==> src/rtl/fetch_stage_if.sv <==
// fetch_stage_if: instruction-memory, redirect and decode signals of the fetch stage
interface fetch_stage_if;
  logic        imem_req_valid;
  logic        imem_req_ready;
  logic [31:0] imem_addr;
  logic        imem_rsp_valid;
  logic [31:0] imem_rsp_data;
  logic        redirect_valid;
  logic [31:0] redirect_pc;
  logic        dec_valid;
  logic        dec_ready;
  logic [31:0] dec_instr;
  logic [31:0] dec_pc;
  logic [24:0] dec_imm_field;
  modport master (
    output imem_req_valid, imem_addr, dec_valid, dec_instr, dec_pc, dec_imm_field,
    input  imem_req_ready, imem_rsp_valid, imem_rsp_data, redirect_valid, redirect_pc, dec_ready
  );
  modport slave (
    input  imem_req_valid, imem_addr, dec_valid, dec_instr, dec_pc, dec_imm_field,
    output imem_req_ready, imem_rsp_valid, imem_rsp_data, redirect_valid, redirect_pc, dec_ready
  );
endinterface

==> src/rtl/fetch_stage.sv <==
// fetch_stage: PC owner issuing word fetches into a 2-entry in-order decode queue with redirect flush
module fetch_stage #(
  parameter logic [31:0] RESET_PC = 32'h0000_1000
) (
  input logic clk,
  input logic reset,
  fetch_stage_if.master bus
);
  logic [31:0] pc_q, pc_d;
  logic [2:0]  outstanding_q, outstanding_d, drop_cnt_q, drop_cnt_d;
  logic [1:0]  count_q, count_d;
  logic [31:0] tag_q [2];
  logic [31:0] tag_d [2];
  logic        tag_rd_q, tag_rd_d, tag_wr_q, tag_wr_d;
  logic [63:0] ent_q [2];
  logic [63:0] ent_d [2];
  logic [63:0] new_ent;
  logic [2:0]  credit;
  logic        redir, rsp, live_rsp, issue, push, pop, shift, wr0, wr1;
  assign redir    = bus.redirect_valid;
  assign rsp      = bus.imem_rsp_valid;
  assign live_rsp = rsp && drop_cnt_q == 3'd0;
  assign credit   = {1'b0, count_q} + outstanding_q - drop_cnt_q;
  assign bus.imem_req_valid = !reset && !redir && credit < 3'd2;
  assign bus.imem_addr      = pc_q;
  assign bus.dec_valid      = count_q != 2'd0;
  assign bus.dec_instr      = ent_q[0][63:32];
  assign bus.dec_pc         = ent_q[0][31:0];
  assign bus.dec_imm_field  = ent_q[0][63:39];
  assign issue   = bus.imem_req_valid && bus.imem_req_ready;
  assign push    = live_rsp && !redir;
  assign pop     = bus.dec_valid && bus.dec_ready && !redir;
  assign new_ent = {bus.imem_rsp_data, tag_q[tag_rd_q]};
  // Slot 0 is always the head; it keeps its last contents when the queue drains.
  assign shift = pop && count_q == 2'd2;
  assign wr0   = push && (count_q == 2'd0 || (count_q == 2'd1 && pop));
  assign wr1   = push && ((count_q == 2'd1 && !pop) || (count_q == 2'd2 && pop));
  always_comb begin
    pc_d          = redir ? bus.redirect_pc : issue ? pc_q + 32'd4 : pc_q;
    outstanding_d = outstanding_q + {2'b0, issue} - {2'b0, rsp};
    drop_cnt_d    = redir ? outstanding_q - {2'b0, rsp} : (rsp && drop_cnt_q != 3'd0) ? drop_cnt_q - 3'd1 : drop_cnt_q;
    tag_d[0]      = (issue && !tag_wr_q) ? pc_q : tag_q[0];
    tag_d[1]      = (issue && tag_wr_q) ? pc_q : tag_q[1];
    tag_wr_d      = redir ? 1'b0 : tag_wr_q ^ issue;
    tag_rd_d      = redir ? 1'b0 : tag_rd_q ^ live_rsp;
    count_d       = redir ? 2'd0 : count_q + {1'b0, push} - {1'b0, pop};
    ent_d[0]      = wr0 ? new_ent : shift ? ent_q[1] : ent_q[0];
    ent_d[1]      = wr1 ? new_ent : ent_q[1];
  end
  always_ff @(posedge clk) begin
    if (reset) begin
      pc_q          <= RESET_PC;
      outstanding_q <= '0;
      drop_cnt_q    <= '0;
      count_q       <= '0;
      tag_rd_q      <= 1'b0;
      tag_wr_q      <= 1'b0;
      tag_q         <= '{default: '0};
      ent_q         <= '{default: '0};
    end else begin
      pc_q          <= pc_d;
      outstanding_q <= outstanding_d;
      drop_cnt_q    <= drop_cnt_d;
      count_q       <= count_d;
      tag_rd_q      <= tag_rd_d;
      tag_wr_q      <= tag_wr_d;
      tag_q         <= tag_d;
      ent_q         <= ent_d;
    end
  end
endmodule

==> src/flat_wrapper.sv <==
// flat-port wrapper written by rule: the top's interface ports become plain ports
module fetch_stage_flat 
#(
  parameter logic [31:0] RESET_PC = 32'h0000_1000
)
  (clk, reset, bus_imem_req_valid, bus_imem_addr, bus_dec_valid, bus_dec_instr, bus_dec_pc, bus_dec_imm_field, bus_imem_req_ready, bus_imem_rsp_valid, bus_imem_rsp_data, bus_redirect_valid, bus_redirect_pc, bus_dec_ready);
  fetch_stage_if bus_i ();
  input logic clk;
  input logic reset;
  output wire logic [$bits(bus_i.imem_req_valid)-1:0] bus_imem_req_valid;
  output wire logic [$bits(bus_i.imem_addr)-1:0] bus_imem_addr;
  output wire logic [$bits(bus_i.dec_valid)-1:0] bus_dec_valid;
  output wire logic [$bits(bus_i.dec_instr)-1:0] bus_dec_instr;
  output wire logic [$bits(bus_i.dec_pc)-1:0] bus_dec_pc;
  output wire logic [$bits(bus_i.dec_imm_field)-1:0] bus_dec_imm_field;
  input wire logic [$bits(bus_i.imem_req_ready)-1:0] bus_imem_req_ready;
  input wire logic [$bits(bus_i.imem_rsp_valid)-1:0] bus_imem_rsp_valid;
  input wire logic [$bits(bus_i.imem_rsp_data)-1:0] bus_imem_rsp_data;
  input wire logic [$bits(bus_i.redirect_valid)-1:0] bus_redirect_valid;
  input wire logic [$bits(bus_i.redirect_pc)-1:0] bus_redirect_pc;
  input wire logic [$bits(bus_i.dec_ready)-1:0] bus_dec_ready;
  assign bus_imem_req_valid = bus_i.imem_req_valid;
  assign bus_imem_addr = bus_i.imem_addr;
  assign bus_dec_valid = bus_i.dec_valid;
  assign bus_dec_instr = bus_i.dec_instr;
  assign bus_dec_pc = bus_i.dec_pc;
  assign bus_dec_imm_field = bus_i.dec_imm_field;
  assign bus_i.imem_req_ready = bus_imem_req_ready;
  assign bus_i.imem_rsp_valid = bus_imem_rsp_valid;
  assign bus_i.imem_rsp_data = bus_imem_rsp_data;
  assign bus_i.redirect_valid = bus_redirect_valid;
  assign bus_i.redirect_pc = bus_redirect_pc;
  assign bus_i.dec_ready = bus_dec_ready;
  fetch_stage #(.RESET_PC(RESET_PC)) u_core (.clk(clk), .reset(reset), .bus(bus_i));
endmodule
==> config.mk <==
export PLATFORM = sky130hd
export DESIGN_NAME = fetch_stage_flat
export DESIGN_NICKNAME = d
export VERILOG_FILES = /design/src/rtl/fetch_stage_if.sv /design/src/rtl/fetch_stage.sv /design/src/flat_wrapper.sv
export SDC_FILE = /design/constraint.sdc
export NUM_CORES = 1
export LEC_CHECK = 0
export BUFFER_PORTS_ARGS = -buffer_cell sky130_fd_sc_hd__buf_2
export CAP_MARGIN = 20
export CORE_MARGIN = 1
export CORE_UTILIZATION = 60
export CTS_CLUSTER_DIAMETER = 60
export CTS_CLUSTER_SIZE = 14
export DETAILED_ROUTE_END_ITERATION = 12
export GPL_ROUTABILITY_DRIVEN = 0
export PLACE_DENSITY = 0.9
export SLEW_MARGIN = 25
export SYNTH_ARGS = -nofsm -noshare
export SYNTH_HDL_FRONTEND = slang
export SYNTH_SLANG_ARGS = --single-unit
==> constraint.sdc <==
create_clock -name clk -period 10.3 [get_ports clk]
set_clock_uncertainty 0.05 [all_clocks]
set_input_delay 0.515 -clock clk [delete_from_list [all_inputs] [get_ports clk]]
set_output_delay 0.515 -clock clk [all_outputs]
set_load 0.005 [all_outputs]
==> flow_summary.toml, run 1 <==
[outcome]
outcome = "completed"

[route]
wl_um = 25400
wl_per_cell_um = 17.1
vias = 8743
dr.max_layer_used = "met4"
ant_nets = 0
wl_met3_um = 1670
drt-vias-per-instance = 5.89
firstDrtPassIters = 6
drt_iter0_drc = 677
met2_length_um = 12800
drc = 0
routedLengthMet1_um = 10200

[sta]
tightest_slew_ns = 1.08
min_period_ns = 4.53
fmax_ghz = 0.221
fin_setup_tns_ns = 0
hold_viol_final = 0
finalMaxSlewViolations = 0
rsz0062_at_grt = "false"
finalCritPeriodShare = 0.440
slew_headroom = 0.279
setup_viol = 0

[critical_path]
endpoint = "u_core.tag_q[1]"
slowest_stage = "ha_2"
r2r_slack_ns = 5.77
crit_buf_inv = 2
worstReg2RegStart = "u_core.count_q[1]"
path_class = "flop to flop"
cp-start-kind = "flop"
endpoint_kind = "flop"
critPathTopFamily = "adder cells"
rr_worst_depth = 10
max_stage_delay_ns = 1.00
critPathMaxFanout = 32
crit_path_cell_trace = "inv_1 -> fa_1 -> fa_1 -> xor2_4 -> xnor2_4 -> nand2_1 -> inv_1 -> ha_2 -> mux2i_1 -> nor2_1"
worst-path-stages = 10
crit_required_ns = 10.59
regToRegEndpoint = "u_core.tag_q[1]"
crit_path_start = "u_core.count_q[1]"
cp.arrival_ns = 4.83

[die]
core_area_um2 = 17400
ioPinCount = 193
rows = 48
die_h_um = 135
die_w_um = 135
die-area_um2 = 18300
start_util = 0.616

[placed_design]
detailed_place_hpwl_um = 16400
dp_cells = 1461
port_buffers = 192

[cells_and_area]
area_growth_pct = 7.63
num_antenna_cells = 0
stdcell_count = 1484
n_fill_cell = 1332
final_common_cell = "dfxtp_1"
layout_common_cells = "dfxtp_1, nand2_1, buf_2"
final_nets = 1343
drive_gt1_frac = 0.223

[cts]
ctsLongestPathBuffers = 3
cts_resized = 0
root_buffer = "clkbuf_16"
cts_buffers = 20
numClockSinks = 234
ctsHoldBuffers = 0
cts_setup_buffers = 0
cts_max_level = 1
insertion_delay_ns = 0.50
cts_tree = "done"
clk_pin_slew_ns = 0.07

[synthesis]
yosysWarnings = 0
synthesis.nets = 1301
yosys_most_used_dff = "dfxtp_1"
synth_cells = 1216
ys_async_sr_fraction = 0
netlist_area_um2 = 10700
synth-seq-cells = 234
avgSynthCellArea_um2 = 8.79
synth.distinct_cells = 66
synth-edff-count = 0
seq_area_frac_synth = 0.438

[grt]
antenna_found_initial = 0
overflow = 0
grtUsageTotal = 0.272
grt_pass1_vias = 8370
grt_pass1_wl_um = 40500
grt_max_degree = 129

[min_path]
hold_class = "input pin to flop"

[run]
drv_cap = 0

[power]
vdd_ir_drop_max_uv = 120
powerDensity_nw_per_um2 = 173
cellLeakagePower_nw = 4.36
[Yosys cell counts, types with 3 or more instances]
library cell	count	share of area
or4_1	5	0.0035
nand2_1	230	0.081
o221ai_1	3	0.0025
nor4_1	5	0.0029
a31oi_1	7	0.0041
inv_1	19	0.0067
dfxtp_1	234	0.44
clkbuf_8	3	0.0039
nor3_1	7	0.0033
clkbuf_1	56	0.020
ha_1	12	0.014
xnor2_1	9	0.0074
o311ai_0	3	0.0025
nor2b_1	3	0.0018
a21oi_1	147	0.069
o211ai_1	5	0.0035
fa_1	3	0.0056
nand3b_1	4	0.0028
nand2b_1	3	0.0018
buf_2	13	0.0061
mux2i_1	67	0.063
buf_1	11	0.0039
and3_1	8	0.0047
a211oi_1	6	0.0042
nor2_1	84	0.030
buf_4	91	0.064
mux2_2	34	0.036
xor2_1	5	0.0041
and4_1	3	0.0025
a22oi_1	64	0.045
nand4_4	3	0.0060
o21ai_1	4	0.0019
nand3_1	12	0.0056
nand4_1	10	0.0059
[layer usage]
metal / GRT usage / vias to the layer above
li1: - / 4158
met1: 0.332 / 4168
met2: 0.475 / 348
met3: 0.0498 / 69
met4: 0.0993 / 0
met5: 0 / -
[flip-flops by register name, indices dropped and copies added, names as in the netlist, 2 cells and up]
name	flops
u_core.ent_q	64
u_core.drop_cnt_q	3
u_core.bus.dec_imm_field	25
u_core.count_q	2
u_core.tag_q	64
u_core.bus.dec_pc	32
u_core.bus.dec_instr	7
u_core.bus.imem_addr	32
u_core.outstanding_q	3
[cell families after synthesis]
group,count (synthesis),synth area share
AOI/OAI and AO/OA,257,0.146
DFF,234,0.438
muxes,102,0.0996
xor gates and xnor gates,18,0.0207
buffers and inverters,199,0.109
and+or+nand+nor,391,0.167
adders and majority gates,15,0.0197
[tightest hold or removal path, stage by stage]
cell	delay [ns]
buf_2	0.07
a21oi_1	0.05
o311ai_0	0.07
[where the power goes]
group | switching (mW) | leakage, nW | internal [mW]
clock network | 0.313 | 0.273 | 0.375
logic | 0.198 | 2.19 | 0.126
registers | 0.0384 | 1.90 | 0.934
[worst min-delay path by stage]
stage	endpoint	cells after the start	startpoint
after floorplan	u_core.ent_q[32]	2	u_core.ent_q[32]
after global placement	u_core.ent_q[63]	2	u_core.ent_q[63]
after detailed placement	u_core.bus.dec_pc[22]	2	u_core.bus.dec_pc[22]
after CTS	u_core.bus.imem_addr[12]	3	bus_redirect_pc[12]
after global routing	u_core.bus.imem_addr[12]	3	bus_redirect_pc[12]
final	u_core.bus.imem_addr[12]	3	bus_redirect_pc[12]
[through the flow]
| step | instance area, um^2 | hold WS, ns | power [mW] | worst slack (ns) | util |
|---|---|---|---|---|---|
| after detailed placement | 10900 | 0.394 | 1.31 | 5.83 | 0.631 |
| after floorplan | 10700 | 0.386 | 1.24 | 6.68 | - |
| final | 11500 | 0.203 | 1.99 | 5.77 | 0.663 |
| after CTS | 11500 | 0.199 | 1.99 | 5.82 | 0.662 |
| after global routing | 11500 | 0.221 | 2.06 | 5.58 | 0.663 |
| after global placement | 10900 | 0.391 | 1.30 | 6.01 | 0.631 |
[final cells by class]
type                       instances  area (um^2)  share of cell area
multi-input combinational        783         4880               0.424
sequential                       234         4680               0.407
timing repair buffer             199         1020              0.0890
clock buffer                      23          553              0.0481
tap                              225          282              0.0245
inverter                          20         80.1             0.00696
(Power assumes the default switching activity.)
==> run 2, diff against run 1 <==
CORE_UTILIZATION = 56   (was 60)
PLACE_DENSITY = 0.85   (was 0.9)
clock period = 4.2 ns   (was 10.3 ns; I/O delays follow)
==> run 2 against run 1 <==
Power is 150% higher. Sequential share of layout area is 2.3 points lower. Clock-buffer cell count is 1 lower. Design area is 5.9% higher. Global-route usage is 0.46 points lower. Register-to-register slack worse by 5.2 ns. Final cell count is 5.3% higher. Clock power is 140% higher. Critical path depth is 2 higher. Combinational power grew to 2.6 times the previous value. Critical path type unchanged. Highest routed layer unchanged.
==> flow_summary.toml, run 2 (same netlist as run 1, synthesis figures left out) <==
[outcome]
outcome = "completed"

[power]
powerDensity_nw_per_um2 = 401
vdd_ir_drop_max_uv = 225
cellLeakagePower_nw = 4.65

[min_path]
hold_start = "bus_redirect_pc[9]"
hold_class = "input pin to flop"

[grt]
grt_pass1_wl_um = 42800
overflow = 0
grt_pass1_vias = 8707
grtUsageTotal = 0.267
antenna_found_initial = 1
grt_max_degree = 134

[critical_path]
endpoint_kind = "flop"
cp-start-kind = "flop"
cp.arrival_ns = 3.88
crit_buf_inv = 4
max_stage_delay_ns = 0.53
worstReg2RegStart = "u_core.count_q[1]"
critPathTopFamily = "adder cells"
slowest_stage = "fa_1"
crit_required_ns = 4.49
path_class = "flop to flop"
crit_path_cell_trace = "inv_1 -> fa_1 -> fa_1 -> xor2_4 -> xnor2_4 -> nand2_1 -> inv_1 -> buf_4 -> ha_2 -> buf_12 -> mux2i_1 -> nor2_1"
critPathMaxFanout = 32
crit_path_start = "u_core.count_q[1]"

[route]
vias = 9119
wl_per_cell_um = 17.3
drc = 0
drt-vias-per-instance = 5.84
firstDrtPassIters = 6
ant_nets = 0
drt_iter0_drc = 845
wl_um = 27000

[cts]
insertion_delay_ns = 0.49
ctsLongestPathBuffers = 3
cts_buffers = 20
numClockSinks = 234
ctsHoldBuffers = 61
clk_pin_slew_ns = 0.07
root_buffer = "clkbuf_16"
cts_max_level = 1
cts_resized = 0
cts_setup_buffers = 0
cts_tree = "done"

[placed_design]
detailed_place_hpwl_um = 16400
pre_cts_ws_ns = 0.639
dpl_cell_area_um2 = 11000
port_buffers = 192

[die]
die-area_um2 = 19600
start_util = 0.571
die_h_um = 140
die_w_um = 140
core_area_um2 = 18700
rows = 50
ioPinCount = 193

[cells_and_area]
final_nets = 1411
n_fill_cell = 1436
final_common_cell = "dfxtp_1"
drive_gt1_frac = 0.216
layout_common_cells = "dfxtp_1, nand2_1, buf_2"
top_regs = "u_core.ent_q (64), u_core.tag_q (64)"
area_growth_pct = 14.0
finish.instance_area_um2 = 12200

[sta]
timing.hold.ws_ns = 0.0155
hold_viol_final = 0
setup_viol = 0
finalMaxSlewViolations = 0
slew_headroom = 0.352
fin_setup_tns_ns = 0
rsz0062_at_grt = "false"
fmax_ghz = 0.279
min_period_ns = 3.59
finalCritPeriodShare = 0.855
setup_slack_ns = 0.610
tightest_slew_ns = 0.971

[run]
drv_cap = 0
==> run 2: per-layer routing <==
| metal | routed length, um | GRT usage |
|---|---|---|
| met4 | 1240 | 0.143 |
| met1 | 10400 | 0.316 |
| met2 | 13400 | 0.462 |
| met3 | 1940 | 0.0462 |
| met5 | 0 | 0 |
==> run 2: area by class of cell <==
type | count | area (um^2) | share of cell area
antenna | 1 | 2.50 | 0.000205
clock buffer | 22 | 529 | 0.0434
clock inverter | 1 | 5.00 | 0.000411
inverter | 20 | 80.1 | 0.00657
multi-input combinational | 783 | 4880 | 0.400
sequential | 234 | 4680 | 0.384
tap | 234 | 293 | 0.0240
timing repair buffer | 267 | 1710 | 0.140
==> run 2: worst min-delay path: stages <==
cell     delay [ns]
buf_2          0.10
nand2_1        0.10
o22ai_1        0.10
==> run 2: path summary, 6_finish.rpt <==
path         slack, ns                       to  cells past startpoint
max               0.61         u_core.tag_q[36]                     12
min               0.02  u_core.bus.imem_addr[9]                      3
max reg2reg       0.61         u_core.tag_q[36]                     12
min reg2reg       0.40    u_core.bus.dec_pc[15]                      2
==> run 2: power breakdown <==
group / total, mW / switching, mW / internal, mW
Combinational: 0.852 / 0.496 / 0.357
Clock: 1.65 / 0.765 / 0.885
Sequential: 2.39 / 0.0940 / 2.29
Total: 4.89 / 1.35 / 3.53
==> run 2: per-stage QoR <==
stage          cells  total power, mW  utilization
4_1_cts         1561             4.90        0.651
3_3_place_gp    1477             3.21        0.590
6_report        1562             4.89        0.651
3_5_place_dp    1477             3.23        0.590
2_1_floorplan   1216             3.03            -
5_1_grt         1562             5.07        0.651
==> run 3, diff against run 2 <==
REMOVE_ABC_BUFFERS = 1   (was default)
==> run 3 against run 2 <==
Critical endpoint is now u_core.outstanding_q[2]. Clock-buffer cell count did not move. Register-to-register slack worse by 0.04 ns. Utilization hardly changed. Via count fell by 2.3%.
==> flow_summary.toml, run 3 (same netlist as run 1, synthesis figures left out) <==
[outcome]
outcome = "completed"

[route]
vias = 8913
drc = 0
firstDrtPassIters = 5
wl_per_cell_um = 16.7
met2_length_um = 12500
ant_nets = 0
wl_um = 26000
wl_met3_um = 1680
dr.max_layer_used = "met4"
drt-vias-per-instance = 5.71
routedLengthMet1_um = 11000
drt_iter0_drc = 569

[grt]
grt_pass1_vias = 8619
grt_max_degree = 86
overflow = 0
grt_pass1_wl_um = 42200
grtUsageTotal = 0.263
antenna_found_initial = 0

[critical_path]
regToRegEndpoint = "u_core.outstanding_q[2]"
cp-start-kind = "flop"
crit_path_start = "u_core.count_q[1]"
critPathMaxFanout = 10
worstReg2RegStart = "u_core.count_q[1]"
r2r_slack_ns = 0.57
endpoint_kind = "flop"
endpoint = "u_core.outstanding_q[2]"
crit_required_ns = 4.51
rr_worst_depth = 13
cp.arrival_ns = 3.94
path_class = "flop to flop"

[cells_and_area]
final_common_cell = "dfxtp_1"
area_growth_pct = 14.0
finish.instance_area_um2 = 12200
num_antenna_cells = 0
n_fill_cell = 1529
layout_common_cells = "dfxtp_1, nand2_1, buf_2"
top_regs = "u_core.ent_q (64), u_core.tag_q (64)"
multi_input_area_um2 = 4880
drive_gt1_frac = 0.217
post-route-util = 0.651
final_nets = 1410
seqCellArea_um2 = 4690

[cts]
ctsLongestPathBuffers = 3
insertion_delay_ns = 0.50
cts_max_level = 1
clk_pin_slew_ns = 0.07
cts_tree = "done"
cts_setup_buffers = 0
root_buffer = "clkbuf_16"
numClockSinks = 234
cts_buffers = 20

[die]
start_util = 0.571
die_h_um = 140
die_w_um = 140
rows = 50
core_area_um2 = 18700
die-area_um2 = 19600
ioPinCount = 193

[placed_design]
port_buffers = 192
detailed_place_hpwl_um = 16100
dpl_cell_area_um2 = 11000

[sta]
tightest_slew_ns = 0.952
slew_headroom = 0.365
fmax_ghz = 0.275
timing.hold.ws_ns = 0.0231
finalCritPeriodShare = 0.865
min_period_ns = 3.63
rsz0062_at_grt = "false"
setup_viol = 0
hold_viol_final = 0
finalMaxSlewViolations = 0
fin_setup_tns_ns = 0

[min_path]
hold_class = "input pin to flop"

[run]
drv_cap = 0

[power]
powerDensity_nw_per_um2 = 402
cellLeakagePower_nw = 4.65
vdd_ir_drop_max_uv = 352
[run 3: cell count changes in the layout (fill, tap and decap cells not counted), sizes merged]
cell         delta
dlygate4sd3     -1
diode           -1
[run 3: area by class of cell]
type                       instances  share of cell area
timing repair buffer             266               0.140
clock buffer                      22              0.0434
multi-input combinational        783               0.400
tap                              234              0.0240
clock inverter                     1            0.000411
sequential                       234               0.385
inverter                          20             0.00657
[run 3: per-stage QoR]
stage / instances / setup WS [ns] / power [mW]
6_report: 1560 / 0.565 / 4.89
5_1_grt: 1560 / 0.350 / 5.08
4_1_cts: 1560 / 0.575 / 4.92
3_5_place_dp: 1477 / 0.589 / 3.24
3_3_place_gp: 1477 / 0.746 / 3.21
2_1_floorplan: 1037 / -9.63 / 2.93
[run 3: worst max-delay path, cell delays in order, from the launching register on]
cell and delay, ns:
dfxtp_1 0.37, inv_1 0.13, fa_1 0.52, fa_1 0.52, xor2_4 0.25, xnor2_4 0.36, nand2_1 0.13, inv_1 0.13
ha_1 0.15, inv_1 0.04, fa_1 0.38, xnor2_1 0.23, xnor2_1 0.16, nor2_1 0.06
[run 3: how the worst min path moves through the flow]
stage,from,to,cells past startpoint
2_1_floorplan,reset,u_core.outstanding_q[1],1
3_3_place_gp,u_core.bus.dec_pc[21],u_core.bus.dec_pc[21],2
3_5_place_dp,u_core.bus.dec_pc[21],u_core.bus.dec_pc[21],2
4_1_cts,bus_redirect_pc[31],u_core.bus.imem_addr[31],3
5_1_grt,bus_redirect_pc[31],u_core.bus.imem_addr[31],3
6_report,bus_redirect_pc[31],u_core.bus.imem_addr[31],3
[run 3: power breakdown]
part,switching (mW),internal (mW)
Clock,0.760,0.885
Combinational,0.497,0.360
Sequential,0.0996,2.29
Total,1.36,3.54
[run 3: routing by layer]
metal / GRT usage / up-vias
li1: - / 4292
met1: 0.329 / 4240
met2: 0.452 / 317
met3: 0.0369 / 64
met4: 0.112 / 0
met5: 0 / -
[run 3: what timing repair did]
| action | in CTS | in global routing |
|---|---|---|
| hold buffers | 60 | 0 |
| endpoints found under the hold margin | 90 | 0 |
| endpoints found under the setup margin | 0 | 0 |
| resized for setup | 0 | 0 |
